<file path="src/rtl/dmem_arbiter_pkg.sv">
// Shared types and constants for the two-port data-memory arbiter.
package dmem_arbiter_pkg;

  localparam int unsigned ADDR_W    = 32;
  localparam int unsigned DATA_W    = 32;
  localparam int unsigned BURST_W   = 2;
  localparam int unsigned BURST_MAX = 3;

  typedef enum logic {ST_IDLE = 1'b0, ST_BUSY = 1'b1} state_t;
  typedef enum logic {PORT_CPU = 1'b0, PORT_LDR = 1'b1} port_t;

  typedef logic [BURST_W-1:0] burst_t;

  // Registered copy of the granted requester's access.
  typedef struct packed {
    logic [ADDR_W-1:0] addr;
    logic [DATA_W-1:0] wdata;
    logic              word_we;
    logic              byte_we;
    logic              lock;
  } acc_t;

  function automatic port_t other_port(input port_t p);
    return (p == PORT_CPU) ? PORT_LDR : PORT_CPU;
  endfunction

endpackage

</file>
<file path="src/rtl/dmem_arbiter_if.sv">
// Requester and data-memory signals of the arbiter, bundled with modports.
interface dmem_arbiter_if;
  import dmem_arbiter_pkg::*;

  logic              cpu_req;
  logic              ldr_req;
  logic [ADDR_W-1:0] cpu_addr;
  logic [ADDR_W-1:0] ldr_addr;
  logic [DATA_W-1:0] cpu_wdata;
  logic [DATA_W-1:0] ldr_wdata;
  logic              cpu_word_we;
  logic              cpu_byte_we;
  logic              ldr_word_we;
  logic              ldr_byte_we;
  logic              cpu_lock;
  logic              ldr_lock;
  logic              cpu_done;
  logic              ldr_done;
  logic              cpu_err;
  logic              ldr_err;
  logic [DATA_W-1:0] rdata;
  logic [ADDR_W-1:0] mem_addr;
  logic [DATA_W-1:0] mem_wdata;
  logic              mem_word_we;
  logic              mem_byte_we;
  logic [DATA_W-1:0] mem_rdata;
  logic              cpu_stall;

  modport slave (
    input  cpu_req, ldr_req, cpu_addr, ldr_addr, cpu_wdata, ldr_wdata,
           cpu_word_we, cpu_byte_we, ldr_word_we, ldr_byte_we,
           cpu_lock, ldr_lock, mem_rdata,
    output cpu_done, ldr_done, cpu_err, ldr_err, rdata,
           mem_addr, mem_wdata, mem_word_we, mem_byte_we, cpu_stall
  );

  modport master (
    output cpu_req, ldr_req, cpu_addr, ldr_addr, cpu_wdata, ldr_wdata,
           cpu_word_we, cpu_byte_we, ldr_word_we, ldr_byte_we,
           cpu_lock, ldr_lock, mem_rdata,
    input  cpu_done, ldr_done, cpu_err, ldr_err, rdata,
           mem_addr, mem_wdata, mem_word_we, mem_byte_we, cpu_stall
  );

endinterface

</file>
<file path="src/rtl/dmem_arbiter_rr_pick2.sv">
// Two-way round-robin pick: a lone requester wins, a tie goes away from last_owner.
module rr_pick2
  import dmem_arbiter_pkg::*;
(
  input  logic  req0,
  input  logic  req1,
  input  port_t last_owner,
  output logic  valid_c,
  output port_t grant_c
);

  always_comb begin
    valid_c = req0 | req1;
    grant_c = PORT_CPU;
    if (req0 && req1) begin
      grant_c = other_port(last_owner);
    end else if (req1) begin
      grant_c = PORT_LDR;
    end
  end

endmodule

</file>
<file path="src/rtl/dmem_arbiter.sv">
// Arbitrates CPU and loader accesses onto one data memory, one access per BUSY cycle.
module dmem_arbiter
  import dmem_arbiter_pkg::*;
(
  input logic           clock,
  input logic           reset,
  dmem_arbiter_if.slave bus
);

  state_t state, state_nxt;
  port_t  owner, owner_nxt;
  port_t  last_owner, last_nxt;
  burst_t burst_cnt, burst_nxt;
  acc_t   acc, acc_nxt;

  acc_t   cpu_acc_c, ldr_acc_c;
  logic   pick_valid_c;
  port_t  pick_c;
  logic   busy_c;
  logic   misaligned_c;

  always_comb begin
    cpu_acc_c = '{addr: bus.cpu_addr, wdata: bus.cpu_wdata, word_we: bus.cpu_word_we,
                  byte_we: bus.cpu_byte_we, lock: bus.cpu_lock};
    ldr_acc_c = '{addr: bus.ldr_addr, wdata: bus.ldr_wdata, word_we: bus.ldr_word_we,
                  byte_we: bus.ldr_byte_we, lock: bus.ldr_lock};
  end

  rr_pick2 u_pick (
    .req0       (bus.cpu_req),
    .req1       (bus.ldr_req),
    .last_owner (last_owner),
    .valid_c    (pick_valid_c),
    .grant_c    (pick_c)
  );

  always_ff @(posedge clock or negedge reset) begin
    if (!reset) begin
      state      <= ST_IDLE;
      owner      <= PORT_CPU;
      last_owner <= PORT_LDR;
      burst_cnt  <= '0;
      acc        <= '0;
    end else begin
      state      <= state_nxt;
      owner      <= owner_nxt;
      last_owner <= last_nxt;
      burst_cnt  <= burst_nxt;
      acc        <= acc_nxt;
    end
  end

  // A locked owner keeps priority by parking last_owner on the other port, up to BURST_MAX times.
  always_comb begin
    state_nxt = state;
    owner_nxt = owner;
    last_nxt  = last_owner;
    burst_nxt = burst_cnt;
    acc_nxt   = acc;
    case (state)
      ST_IDLE: begin
        if (pick_valid_c) begin
          state_nxt = ST_BUSY;
          owner_nxt = pick_c;
          acc_nxt   = (pick_c == PORT_LDR) ? ldr_acc_c : cpu_acc_c;
        end
      end
      ST_BUSY: begin
        state_nxt = ST_IDLE;
        if (acc.lock && (burst_cnt < burst_t'(BURST_MAX))) begin
          last_nxt  = other_port(owner);
          burst_nxt = burst_cnt + burst_t'(1);
        end else begin
          last_nxt  = owner;
          burst_nxt = '0;
        end
      end
    endcase
  end

  assign busy_c       = (state == ST_BUSY);
  assign misaligned_c = acc.word_we && (acc.addr[1:0] != 2'b00);

  assign bus.cpu_done    = busy_c && (owner == PORT_CPU);
  assign bus.ldr_done    = busy_c && (owner == PORT_LDR);
  assign bus.cpu_err     = bus.cpu_done && misaligned_c;
  assign bus.ldr_err     = bus.ldr_done && misaligned_c;
  assign bus.mem_addr    = acc.addr;
  assign bus.mem_wdata   = acc.wdata;
  assign bus.mem_word_we = busy_c && acc.word_we && !misaligned_c;
  assign bus.mem_byte_we = busy_c && acc.byte_we;
  assign bus.rdata       = busy_c ? bus.mem_rdata : '0;
  assign bus.cpu_stall   = bus.cpu_req && !bus.cpu_done;

endmodule

</file>
<file path="src/flat_wrapper.sv">
// flat-port wrapper written by rule: the top's interface ports become plain ports
module dmem_arbiter_flat import dmem_arbiter_pkg::*;
  (clock, reset, bus_cpu_req, bus_ldr_req, bus_cpu_addr, bus_ldr_addr, bus_cpu_wdata, bus_ldr_wdata, bus_cpu_word_we, bus_cpu_byte_we, bus_ldr_word_we, bus_ldr_byte_we, bus_cpu_lock, bus_ldr_lock, bus_mem_rdata, bus_cpu_done, bus_ldr_done, bus_cpu_err, bus_ldr_err, bus_rdata, bus_mem_addr, bus_mem_wdata, bus_mem_word_we, bus_mem_byte_we, bus_cpu_stall);
  dmem_arbiter_if bus_i ();
  input logic clock;
  input logic reset;
  input wire logic [$bits(bus_i.cpu_req)-1:0] bus_cpu_req;
  input wire logic [$bits(bus_i.ldr_req)-1:0] bus_ldr_req;
  input wire logic [$bits(bus_i.cpu_addr)-1:0] bus_cpu_addr;
  input wire logic [$bits(bus_i.ldr_addr)-1:0] bus_ldr_addr;
  input wire logic [$bits(bus_i.cpu_wdata)-1:0] bus_cpu_wdata;
  input wire logic [$bits(bus_i.ldr_wdata)-1:0] bus_ldr_wdata;
  input wire logic [$bits(bus_i.cpu_word_we)-1:0] bus_cpu_word_we;
  input wire logic [$bits(bus_i.cpu_byte_we)-1:0] bus_cpu_byte_we;
  input wire logic [$bits(bus_i.ldr_word_we)-1:0] bus_ldr_word_we;
  input wire logic [$bits(bus_i.ldr_byte_we)-1:0] bus_ldr_byte_we;
  input wire logic [$bits(bus_i.cpu_lock)-1:0] bus_cpu_lock;
  input wire logic [$bits(bus_i.ldr_lock)-1:0] bus_ldr_lock;
  input wire logic [$bits(bus_i.mem_rdata)-1:0] bus_mem_rdata;
  output wire logic [$bits(bus_i.cpu_done)-1:0] bus_cpu_done;
  output wire logic [$bits(bus_i.ldr_done)-1:0] bus_ldr_done;
  output wire logic [$bits(bus_i.cpu_err)-1:0] bus_cpu_err;
  output wire logic [$bits(bus_i.ldr_err)-1:0] bus_ldr_err;
  output wire logic [$bits(bus_i.rdata)-1:0] bus_rdata;
  output wire logic [$bits(bus_i.mem_addr)-1:0] bus_mem_addr;
  output wire logic [$bits(bus_i.mem_wdata)-1:0] bus_mem_wdata;
  output wire logic [$bits(bus_i.mem_word_we)-1:0] bus_mem_word_we;
  output wire logic [$bits(bus_i.mem_byte_we)-1:0] bus_mem_byte_we;
  output wire logic [$bits(bus_i.cpu_stall)-1:0] bus_cpu_stall;
  assign bus_i.cpu_req = bus_cpu_req;
  assign bus_i.ldr_req = bus_ldr_req;
  assign bus_i.cpu_addr = bus_cpu_addr;
  assign bus_i.ldr_addr = bus_ldr_addr;
  assign bus_i.cpu_wdata = bus_cpu_wdata;
  assign bus_i.ldr_wdata = bus_ldr_wdata;
  assign bus_i.cpu_word_we = bus_cpu_word_we;
  assign bus_i.cpu_byte_we = bus_cpu_byte_we;
  assign bus_i.ldr_word_we = bus_ldr_word_we;
  assign bus_i.ldr_byte_we = bus_ldr_byte_we;
  assign bus_i.cpu_lock = bus_cpu_lock;
  assign bus_i.ldr_lock = bus_ldr_lock;
  assign bus_i.mem_rdata = bus_mem_rdata;
  assign bus_cpu_done = bus_i.cpu_done;
  assign bus_ldr_done = bus_i.ldr_done;
  assign bus_cpu_err = bus_i.cpu_err;
  assign bus_ldr_err = bus_i.ldr_err;
  assign bus_rdata = bus_i.rdata;
  assign bus_mem_addr = bus_i.mem_addr;
  assign bus_mem_wdata = bus_i.mem_wdata;
  assign bus_mem_word_we = bus_i.mem_word_we;
  assign bus_mem_byte_we = bus_i.mem_byte_we;
  assign bus_cpu_stall = bus_i.cpu_stall;
  dmem_arbiter u_core (.clock(clock), .reset(reset), .bus(bus_i));
endmodule
</file>
<file path="config.mk">
export PLATFORM = sky130hd
export DESIGN_NAME = dmem_arbiter_flat
export DESIGN_NICKNAME = d
export VERILOG_FILES = /design/src/rtl/dmem_arbiter_pkg.sv /design/src/rtl/dmem_arbiter_if.sv /design/src/rtl/dmem_arbiter_rr_pick2.sv /design/src/rtl/dmem_arbiter.sv /design/src/flat_wrapper.sv
export SDC_FILE = /design/constraint.sdc
export NUM_CORES = 1
export LEC_CHECK = 0
export ABC_AREA = 0
export ABC_CLOCK_PERIOD_IN_PS = 2550
export BUFFER_PORTS_ARGS = -buffer_cell sky130_fd_sc_hd__buf_2
export CELL_PAD_IN_SITES_DETAIL_PLACEMENT = 1
export CELL_PAD_IN_SITES_GLOBAL_PLACEMENT = 1
export CORE_ASPECT_RATIO = 1.1
export CORE_MARGIN = 2
export CORE_UTILIZATION = 31
export DETAILED_ROUTE_END_ITERATION = 8
export PLACE_DENSITY = 0.86
export SLEW_MARGIN = 20
export SYNTH_ARGS = -nofsm -noshare
export SYNTH_HDL_FRONTEND = slang
export SYNTH_SLANG_ARGS = --single-unit
</file>
<file path="constraint.sdc">
create_clock -name clock -period 2.55 [get_ports clock]
set_input_delay 0.51 -clock clock [delete_from_list [all_inputs] [get_ports clock]]
set_output_delay 0.51 -clock clock [all_outputs]
set_load 0.02 [all_outputs]
</file>
======== After elaboration in Yosys (flattened, before gate mapping) ========
Cells that the tools add are included.
cells by class
  mux-type cells .......................... 10
  order comparisons ....................... 1
  bitwise gates (word level) .............. 3
  add/subtract/negate cells ............... 1
  reductions and logical operators ........ 15
operator list
  kind                 count
  $mux 67              1
  $mux 32              1
  $logic_and 1x1->1    11
  $mux 1               6
  $add 2x1->2 const B  1
  $logic_not 1->1      2
  $lt 2x2->1 const B   1
  $mux 2               1
  $not 1->1            2
  $pmux 1 s2           1
  $reduce_and 2->1     1
  $reduce_bool 2->1    1
  $or 1x1->1           1
word-level totals
  register bits ........................... 72
  input port bits ......................... 170
  logic and storage cells ................. 39
  output and inout bits ................... 103

======== Logic depth before layout (Yosys ltp) ========
Gate-level depths: netlist (run 1).
  word-level depth ........................ 4
  mapped depth ............................ 6
  mapped depth without buffers ............ 4

======== Cells and area by module ========
Synthesis (run 1) repeated with hierarchy kept, for this count alone.
unflattened totals
  cells, all modules ...................... 344
  area total of the unflattened synthesis .. 4434.3 µm²
modules (own cells, without submodules)
  module        instances  seq. area each (µm²)  cells an instance  area an instance (µm²)
  dmem_arbiter  1          1803.0                342                4420.5
  rr_pick2      1          0.0                   2                  13.8

======== Least setup slack after synthesis (run 1) ========
No wires, ideal clock.
  path kind ............................... register -> output
  from .................................... reg u_core.state (netlist: u_core.busy_c)
  to ...................................... out bus_mem_word_we
  data required time ...................... 2040 ps
  stages on the path, launching flop included .. 4
  data arrival time ....................... 1158 ps
  setup slack ............................. 882 ps
  path through ............................ dfrtp_1 -> clkbuf_1 -> nand2_1 -> nor3_1
on the way
  longest elaborated chain between the ends .. 2
RTL lines
  what                             RTL line            source
  from (decl)                      dmem_arbiter.sv:10  state_t state, state_nxt;
  from (signal assigned)           dmem_arbiter.sv:45  state <= state_nxt;
  $logic_and 1x1->1 (2 in series)  dmem_arbiter.sv:90  assign bus.mem_word_we = busy_c && acc.word_we && !misaligned_c;
  to (decl)                        flat_wrapper.sv:27  output wire logic [$bits(bus_i.mem_word_we)-1:0] bus_mem_word_we;
No other way between the ends.

======== Worst setup path in the final report (run 1) ========
  from .................................... reg u_core.state (netlist: u_core.busy_c)
  to ...................................... out bus_mem_byte_we
on the way
  longest elaborated chain between the ends .. 1
RTL lines
  what               RTL line            source
  $logic_and 1x1->1  dmem_arbiter.sv:91  assign bus.mem_byte_we = busy_c && acc.byte_we;
  to (decl)          flat_wrapper.sv:28  output wire logic [$bits(bus_i.mem_byte_we)-1:0] bus_mem_byte_we;
No other way between the ends.

==> results.py, run 1 <==
metrics = {
    "timing": {
        "finalClockSkew_ns": 0.00606,
        "grt_setup_unrepaired": "no",
        "hold_viol": 0,
        "finalSetupViolations": 0,
        "relSlewSlack": 0.626,
        "fmax_mhz": 468,
        "report.final.slew_viol_count": 0,
        "fin_crit_ns": 2.14,
        "fin_setup_tns_ns": 0,
        "fin_crit_sh": 0.838,
        "max_slew.worst_pin.slew_ns": 0.561,
    },
    "power": {
        "p_sw_frac": 0.371,
        "leakage_nw": 2.80,
        "ir_drop_mv": 0.303,
        "p_per_area_mw_per_mm2": 841,
        "combPwrFrac": 0.366,
        "p_sw_mw": 1.70,
        "p_int_mw": 2.89,
        "pwr-share-seq": 0.349,
        "clkPwrFrac": 0.284,
    },
    "route": {
        "first_pass_iters": 4,
        "num_vias": 3951,
        "vias_per_cell": 4.62,
        "drc_errors": 0,
        "wirelength_mm": 12.9,
        "ant_nets": 0,
        "dr.first_iter.drc_count": 179,
        "wl_per_cell_um": 15.1,
    },
    "floorplan": {
        "core_mm2": 0.0132,
        "fp.dieH_um": 125,
        "pin_count": 273,
        "start_util": 0.315,
        "fp.dieArea_mm2": 0.0143,
        "rows": 44,
        "die_x_um": 114,
    },
    "hold_path": {
        "min_path_type": "in2async",
    },
    "cells_and_area": {
        "n_antenna_cell": 0,
        "final_nets": 861,
        "syn_to_final_growth_pct": 31.6,
        "multi_input_area_mm2": 0.00165,
        "layout-drive-gt1-share": 0.463,
        "final_cell_mix": "271 x buf_2, 138 x nand2_1, 71 x nor2_1, 71 x dfrtp_1, 47 x a31oi_1",
        "final_cells": 855,
        "fillCellCount": 1688,
        "register_area_mm2": 0.00180,
        "final_common_cell": "buf_2",
    },
    "synthesis": {
        "synth_top_area_share": 0.428,
        "synth_area_leaders": "dfrtp_1 43%, buf_4 12%, nand2_1 12%",
        "synthCells": 496,
        "netlist_area_mm2": 0.00415,
        "yosysTopAreaCell": "dfrtp_1",
        "ys_types": 24,
        "synthesis.nets": 667,
        "ys_seq_area_frac": 0.435,
        "yosysWarnings": 0,
        "avgSynthCellArea_um2": 8.36,
        "synth_seq_cells": 72,
    },
    "clocking": {
        "clkLatencyLatePin_ns": 0.33,
        "cts_sinks": 72,
        "cts_buffers": 9,
        "cts_tree": "done",
        "cts.repair.resized": 0,
        "hold_buffers": 0,
        "cts_root_buffer": "clkbuf_16",
        "clock_path_buffers": 2,
        "htreeDepth": 3,
        "postCtsSetupBuffers": 0,
        "cts.clk_slew.worst_paths_ns": 0.06,
    },
    "global_route": {
        "gr-usage-met1": 0.189,
        "grt_pass1_wl_mm": 20.1,
        "use_met2": 0.339,
        "antenna_found_initial": 0,
        "grt_pass1_vias": 4197,
        "overflow": 0,
        "use_met3": 0.0431,
        "grt_max_degree": 67,
        "grt_usage": 0.179,
        "grt.busiest_layer": "met2",
    },
    "place": {
        "gp_congestion": 0.742,
        "dp_cells": 840,
        "portBuffers": 272,
        "place_hpwl_mm": 9.86,
    },
    "worst_setup_path": {
        "start_kind": "flip-flop",
        "criticalPathCategory": "reg2out",
        "endpoint_kind": "output port",
        "crit_required_ns": 2.04,
        "path_max_fanout": 21,
        "critPathArrivalTime_ns": 1.63,
        "slowest_stage": "dfrtp_1",
        "path_cells": "buf_4 -> and2_1 -> buf_2",
        "max_stage_delay_ns": 0.69,
    },
    "status": {
        "outcome": "finished, final reports clean",
    },
    "run": {
        "cap_violations": 0,
    },
}
[synthesized netlist by cell type (all sizes together)]
cell / count
a21bo: 1
nand2: 138
xnor2: 1
a21oi: 1
nor2: 71
clkbuf: 7
o21ai: 1
a21boi: 1
nor3: 1
nand2b: 1
o22ai: 2
mux2: 1
and2: 33
o21ba: 1
dfstp: 1
inv: 4
buf: 91
dfrtp: 71
nor2b: 1
a31oi: 67
ha: 1
[power groups by stage]
stage / registers, mW / logic (mW) / clock network [mW]
floorplan: 1.58 / 1.46 / 0
global placement: 1.61 / 1.67 / 0
detailed placement: 1.63 / 1.71 / 0
CTS: 1.61 / 1.71 / 1.35
global route: 1.65 / 1.84 / 1.40
finish: 1.60 / 1.68 / 1.31
[state kept, by name, indices dropped and copies added, names as in the netlist]
register              count
u_core.last_owner         1
u_core.bus.mem_addr      32
u_core.acc                3
u_core.bus.mem_wdata     32
u_core.burst_cnt          2
u_core.busy_c             1
u_core.owner              1
[final cells by class]
| cell class | instances | area share |
|---|---|---|
| Clock buffer | 12 | 0.0488 |
| Inverter | 4 | 0.00275 |
| Sequential cell | 72 | 0.330 |
| Tap cell | 161 | 0.0369 |
| Timing Repair Buffer | 281 | 0.271 |
| Multi-Input combinational cell | 322 | 0.303 |
| Clock inverter | 3 | 0.00733 |
[final timing paths]
path | depth (start not counted) | start | slack (ns) | end
hold reg to reg | 2 | u_core.last_owner | 0.53 | u_core.last_owner
setup reg to reg | 4 | u_core.busy_c | 0.72 | u_core.bus.mem_wdata[24]
hold / removal | 1 | reset | 0.14 | u_core.bus.mem_wdata[13]
min in group clock | 3 | bus_cpu_wdata[30] | 0.42 | u_core.bus.mem_wdata[30]
max in group asynchronous | 2 | reset | 1.76 | u_core.last_owner
setup / recovery | 3 | u_core.busy_c | 0.41 | bus_mem_byte_we
[metal layers]
| layer | wire, µm | vias to the layer above |
|---|---|---|
| li1 | - | 1932 |
| met1 | 5110 | 1827 |
| met2 | 6640 | 178 |
| met3 | 979 | 14 |
| met4 | 214 | 0 |
| met5 | 0 | - |
[logic make-up after synthesis]
logic type	Yosys count	share of synthesized area
flops	72	0.435
xor+xnor	1	0.00211
mux	1	0.00271
compound gates	74	0.144
buf+inv	102	0.170
fa+ha+maj	1	0.00302
simple gates	245	0.243
[worst max-delay path: cells and delay by family, from the launching register on]
family | cells | cell delay [ns]
DFF | 1 | 0.69
buffers and inverters | 2 | 0.45
and+or+nand+nor | 1 | 0.15
[stage by stage]
| step | cell area (µm²) | util | hold slack, ns | setup WS, ns | power (mW) |
|---|---|---|---|---|---|
| after floorplan | 4150 | - | 0.214 | 0.882 | 3.03 |
| after global placement | 5150 | 0.392 | 0.513 | 0.777 | 3.28 |
| after detailed placement | 5150 | 0.392 | 0.515 | 0.733 | 3.34 |
| after CTS | 5460 | 0.415 | 0.154 | 0.413 | 4.67 |
| after global routing | 5460 | 0.415 | 0.181 | 0.298 | 4.89 |
| final | 5460 | 0.415 | 0.143 | 0.414 | 4.59 |
No activity file was read; power rests on OpenSTA's default activity.
==> inputs of run 2 (changes only) <==
- ABC_CLOCK_PERIOD_IN_PS: 2550 -> 2200
- CORE_UTILIZATION: 31 -> 29
- PLACE_DENSITY: 0.86 -> 0.81
- clock period: 2.55 -> 2.2 ns (I/O delays scaled with it)
==> results.py, run 2 (same netlist as run 1, synthesis figures left out) <==
metrics = {
    "timing": {
        "grt_setup_unrepaired": "no",
        "max_slew.worst_pin.slew_ns": 0.499,
        "finalClockSkew_ns": 0.00381,
        "fmax_mhz": 523,
        "fin_crit_ns": 1.91,
        "relSlewSlack": 0.667,
        "finalSetupViolations": 0,
        "hold_viol": 0,
        "fin_setup_tns_ns": 0,
        "fin_crit_sh": 0.869,
        "report.final.slew_viol_count": 0,
    },
    "cells_and_area": {
        "syn_to_final_growth_pct": 31.7,
        "final_nets": 860,
        "final_common_cell": "buf_2",
        "fillCellCount": 1770,
        "register_area_mm2": 0.00180,
        "layout-drive-gt1-share": 0.461,
        "n_antenna_cell": 0,
        "multi_input_area_mm2": 0.00165,
        "final_cell_mix": "271 x buf_2, 138 x nand2_1, 71 x nor2_1, 71 x dfrtp_1, 47 x a31oi_1",
    },
    "power": {
        "ir_drop_mv": 0.318,
        "leakage_nw": 2.79,
        "p_per_area_mw_per_mm2": 952,
        "total_power_mw": 5.21,
    },
    "run": {
        "cap_violations": 0,
    },
    "global_route": {
        "grt_usage": 0.174,
        "use_met2": 0.338,
        "antenna_found_initial": 0,
        "overflow": 0,
        "grt_pass1_vias": 4140,
        "grt_pass1_wl_mm": 21.1,
        "grt_max_degree": 76,
        "grt.busiest_layer": "met2",
        "gr-usage-met1": 0.177,
        "use_met3": 0.0612,
    },
    "worst_setup_path": {
        "critPathArrivalTime_ns": 1.47,
        "path_max_fanout": 36,
        "r2r_start": "u_core.busy_c",
        "reg2reg_depth": 5,
        "criticalPathCategory": "reg2out",
        "r2r_slack_ns": 0.60,
        "r2r-end": "u_core.bus.mem_addr[4]",
        "endpoint_kind": "output port",
        "slowest_stage": "dfrtp_1",
        "crit_required_ns": 1.76,
        "max_stage_delay_ns": 0.48,
        "start_kind": "flip-flop",
        "path_cells": "buf_12 -> nand2_1 -> nor3_1 -> buf_2",
    },
    "route": {
        "vias_per_cell": 4.52,
        "ant_nets": 0,
        "wirelength_mm": 13.0,
        "dr.first_iter.drc_count": 87,
        "drc_errors": 0,
        "num_vias": 3990,
        "first_pass_iters": 4,
        "wl_per_cell_um": 14.8,
    },
    "clocking": {
        "cts_tree": "done",
        "postCtsSetupBuffers": 0,
        "cts_buffers": 9,
        "hold_buffers": 0,
        "clkLatencyLatePin_ns": 0.33,
        "cts_sinks": 72,
        "cts.repair.resized": 0,
        "cts_root_buffer": "clkbuf_16",
        "clock_path_buffers": 2,
        "cts.clk_slew.worst_paths_ns": 0.06,
        "htreeDepth": 3,
    },
    "place": {
        "gp_congestion": 0.790,
        "place_hpwl_mm": 9.99,
        "portBuffers": 272,
    },
    "floorplan": {
        "core_mm2": 0.0139,
        "fp.dieArea_mm2": 0.0153,
        "start_util": 0.298,
        "fp.dieH_um": 129,
        "die_x_um": 118,
        "pin_count": 273,
        "rows": 45,
    },
    "status": {
        "outcome": "finished, final reports clean",
    },
    "hold_path": {
        "min_path_type": "in2async",
    },
}
run 2: changes by cell type in the layout (fill, tap and decap cells not counted), sizes merged:
cell and delta:
clkbuf +1, clkinv +1, buf -1, bufinv -1
run 2: worst max-delay path: cells and delay by family (launching register included):
family / cells / cell delay [ns]
DFF: 1 / 0.48
buffers and inverters: 2 / 0.42
and+or+nand+nor: 2 / 0.22
run 2: worst max-delay path by stage:
stage / end / cells after the start / startpoint
5_1_grt: bus_ldr_err / 4 / u_core.busy_c
4_1_cts: bus_mem_word_we / 4 / u_core.busy_c
2_1_floorplan: bus_mem_word_we / 3 / u_core.busy_c
3_5_place_dp: u_core.acc[1] / 5 / u_core.busy_c
6_report: bus_mem_word_we / 4 / u_core.busy_c
3_3_place_gp: bus_mem_word_we / 4 / u_core.busy_c
run 2: final cells by class:
type | count | area share
sequential | 72 | 0.330
multi-input combinational | 322 | 0.302
timing repair buffer | 280 | 0.270
tap | 188 | 0.0430
inverter | 4 | 0.00275
clock inverter | 3 | 0.00275
clock buffer | 13 | 0.0495
run 2: metal layers:
metal  vias to the layer above  wire (µm)
li1                       1935          -
met1                      1865       4810
met2                       180       7100
met3                        10       1000
met4                         0        126
met5                         -          0
run 2: metrics by stage:
stage / area [µm²] / std cells / util / setup WS [ns] / hold WS [ns]
after detailed placement: 5180 / 866 / 0.372 / 0.591 / 0.445
after global placement: 5180 / 866 / 0.372 / 0.644 / 0.438
after global routing: 5470 / 882 / 0.393 / 0.178 / 0.102
after CTS: 5470 / 882 / 0.393 / 0.276 / 0.0722
final: 5470 / 882 / 0.393 / 0.289 / 0.0716
after floorplan: 4150 / 496 / - / 0.602 / 0.144
run 2: report_power, final:
| part | internal, mW | leakage, nW | switching, mW |
|---|---|---|---|
| combinational | 0.715 | 1.83 | 1.24 |
| sequential | 1.66 | 0.813 | 0.185 |
| clock | 0.851 | 0.145 | 0.553 |
| total | 3.23 | 2.79 | 1.97 |
==> inputs of run 3 (changes only) <==
- CELL_PAD_IN_SITES_DETAIL_PLACEMENT: 1 -> 2
- CELL_PAD_IN_SITES_GLOBAL_PLACEMENT: 1 -> 2
- CORE_UTILIZATION: 29 -> 22
==> results.py, run 3 (same netlist as run 1, synthesis figures left out) <==
metrics = {
    "power": {
        "leakage_nw": 2.85,
        "p_sw_mw": 2.05,
        "combPwrFrac": 0.354,
        "p_per_area_mw_per_mm2": 1000,
        "p_int_mw": 3.63,
        "pwr-share-seq": 0.327,
        "total_power_mw": 5.67,
        "ir_drop_mv": 0.348,
        "p_sw_frac": 0.361,
        "clkPwrFrac": 0.318,
    },
    "place": {
        "portBuffers": 272,
        "place_hpwl_mm": 11.5,
        "gp_congestion": 0.737,
        "place_area_mm2": 0.00531,
        "pre_cts_slack_ns": 0.574,
        "dp_cells": 924,
    },
    "clocking": {
        "cts_root_buffer": "clkbuf_16",
        "cts.repair.resized": 0,
        "hold_buffers": 0,
        "cts_sinks": 72,
        "clock_path_buffers": 2,
        "clkLatencyLatePin_ns": 0.34,
        "postCtsSetupBuffers": 0,
        "cts.clk_slew.worst_paths_ns": 0.06,
        "cts_tree": "done",
        "htreeDepth": 3,
        "cts_buffers": 9,
    },
    "cells_and_area": {
        "final_cells": 939,
        "final_common_cell": "buf_2",
        "final_nets": 863,
        "final_cell_mix": "271 x buf_2, 138 x nand2_1, 71 x nor2_1, 71 x dfrtp_1, 47 x a31oi_1",
        "design_area_mm2": 0.00567,
        "layout-drive-gt1-share": 0.464,
        "n_antenna_cell": 0,
        "fin_util": 0.308,
        "syn_to_final_growth_pct": 36.6,
    },
    "worst_setup_path": {
        "path_max_fanout": 13,
        "slowest_stage": "dfrtp_1",
        "criticalPathCategory": "reg2out",
        "path_cells": "buf_4 -> nand2_1 -> inv_1 -> nor2b_1 -> buf_2",
        "endpoint_kind": "output port",
        "critPathArrivalTime_ns": 1.40,
        "crit_required_ns": 1.76,
        "start_kind": "flip-flop",
        "max_stage_delay_ns": 0.43,
    },
    "timing": {
        "fin_setup_tns_ns": 0,
        "relSlewSlack": 0.680,
        "holdWs_ns": 0.0514,
        "hold_viol": 0,
        "fin_ws_ns": 0.365,
        "fin_crit_sh": 0.834,
        "finalClockSkew_ns": 0.00724,
        "report.final.slew_viol_count": 0,
        "finalSetupViolations": 0,
        "max_slew.worst_pin.slew_ns": 0.480,
        "grt_setup_unrepaired": "no",
        "fmax_mhz": 545,
        "fin_crit_ns": 1.84,
    },
    "global_route": {
        "grt_usage": 0.147,
        "antenna_found_initial": 0,
        "grt_pass1_vias": 4415,
        "grt_max_degree": 53,
        "overflow": 0,
        "grt_pass1_wl_mm": 22.9,
    },
    "route": {
        "drc_errors": 0,
        "ant_nets": 0,
        "wl_per_cell_um": 15.6,
        "wirelength_mm": 14.7,
        "num_vias": 4028,
        "dr.first_iter.drc_count": 66,
        "first_pass_iters": 4,
        "vias_per_cell": 4.29,
    },
    "floorplan": {
        "start_util": 0.225,
        "pin_count": 273,
        "die_x_um": 135,
        "core_mm2": 0.0184,
        "fp.dieArea_mm2": 0.0200,
        "fp.dieH_um": 148,
        "rows": 52,
    },
    "hold_path": {
        "min_path_type": "in2async",
    },
    "run": {
        "cap_violations": 0,
    },
    "status": {
        "outcome": "finished, final reports clean",
    },
}
-- run 3: cell types whose count changed in the layout (fill, tap and decap cells not counted) --
cell,change
buf_12,+3
bufinv_16,+4
clkbuf_1,-1
clkbuf_8,-3
clkinv_2,-2
clkinvlp_4,+1
-- run 3: worst paths after layout --
kind,endpoint,startpoint,slack [ns],depth (start not counted)
min reg2reg,u_core.bus.mem_wdata[12],u_core.bus.mem_wdata[12],0.54,2
max,bus_cpu_stall,u_core.busy_c,0.36,5
max in group asynchronous,u_core.last_owner,reset,1.66,2
min in group clock,u_core.bus.mem_addr[2],bus_cpu_addr[2],0.35,3
min,u_core.bus.mem_wdata[14],reset,0.05,2
max reg2reg,u_core.bus.mem_wdata[23],u_core.last_owner,0.62,4
-- run 3: metal layers --
metal / up-vias / part of all wire / GRT usage
met3: 15 / 0.098 / 0.0542
met4: 0 / 0.015 / 0.0417
li1: 1935 / - / -
met1: 1894 / 0.36 / 0.151
met2: 184 / 0.52 / 0.277
met5: - / 0 / 0
-- run 3: power groups by stage --
stage / combinational [mW] / clock, mW / sequential, mW
5_1_grt: 2.21 / 1.92 / 1.91
6_report: 2.01 / 1.81 / 1.86
3_5_place_dp: 2.07 / 0 / 1.89
3_3_place_gp: 2.02 / 0 / 1.87
2_1_floorplan: 1.69 / 0 / 1.83
4_1_cts: 2.07 / 1.87 / 1.87
-- run 3: critical path, delay by kind of cell, from the launching register on --
kind          cells  cell delay, ns
flops             1            0.43
buf+inv           3            0.44
simple gates      2            0.19
-- run 3: area by class of cell --
| cell class | instances | area, µm² |
|---|---|---|
| Tap cell | 243 | 304 |
| Multi-Input combinational cell | 322 | 1650 |
| Sequential cell | 72 | 1800 |
| Timing Repair Buffer | 283 | 1530 |
| Fill cell | 2185 | 12700 |
| Clock inverter | 6 | 133 |
| Inverter | 4 | 15.0 |
| Clock buffer | 9 | 225 |
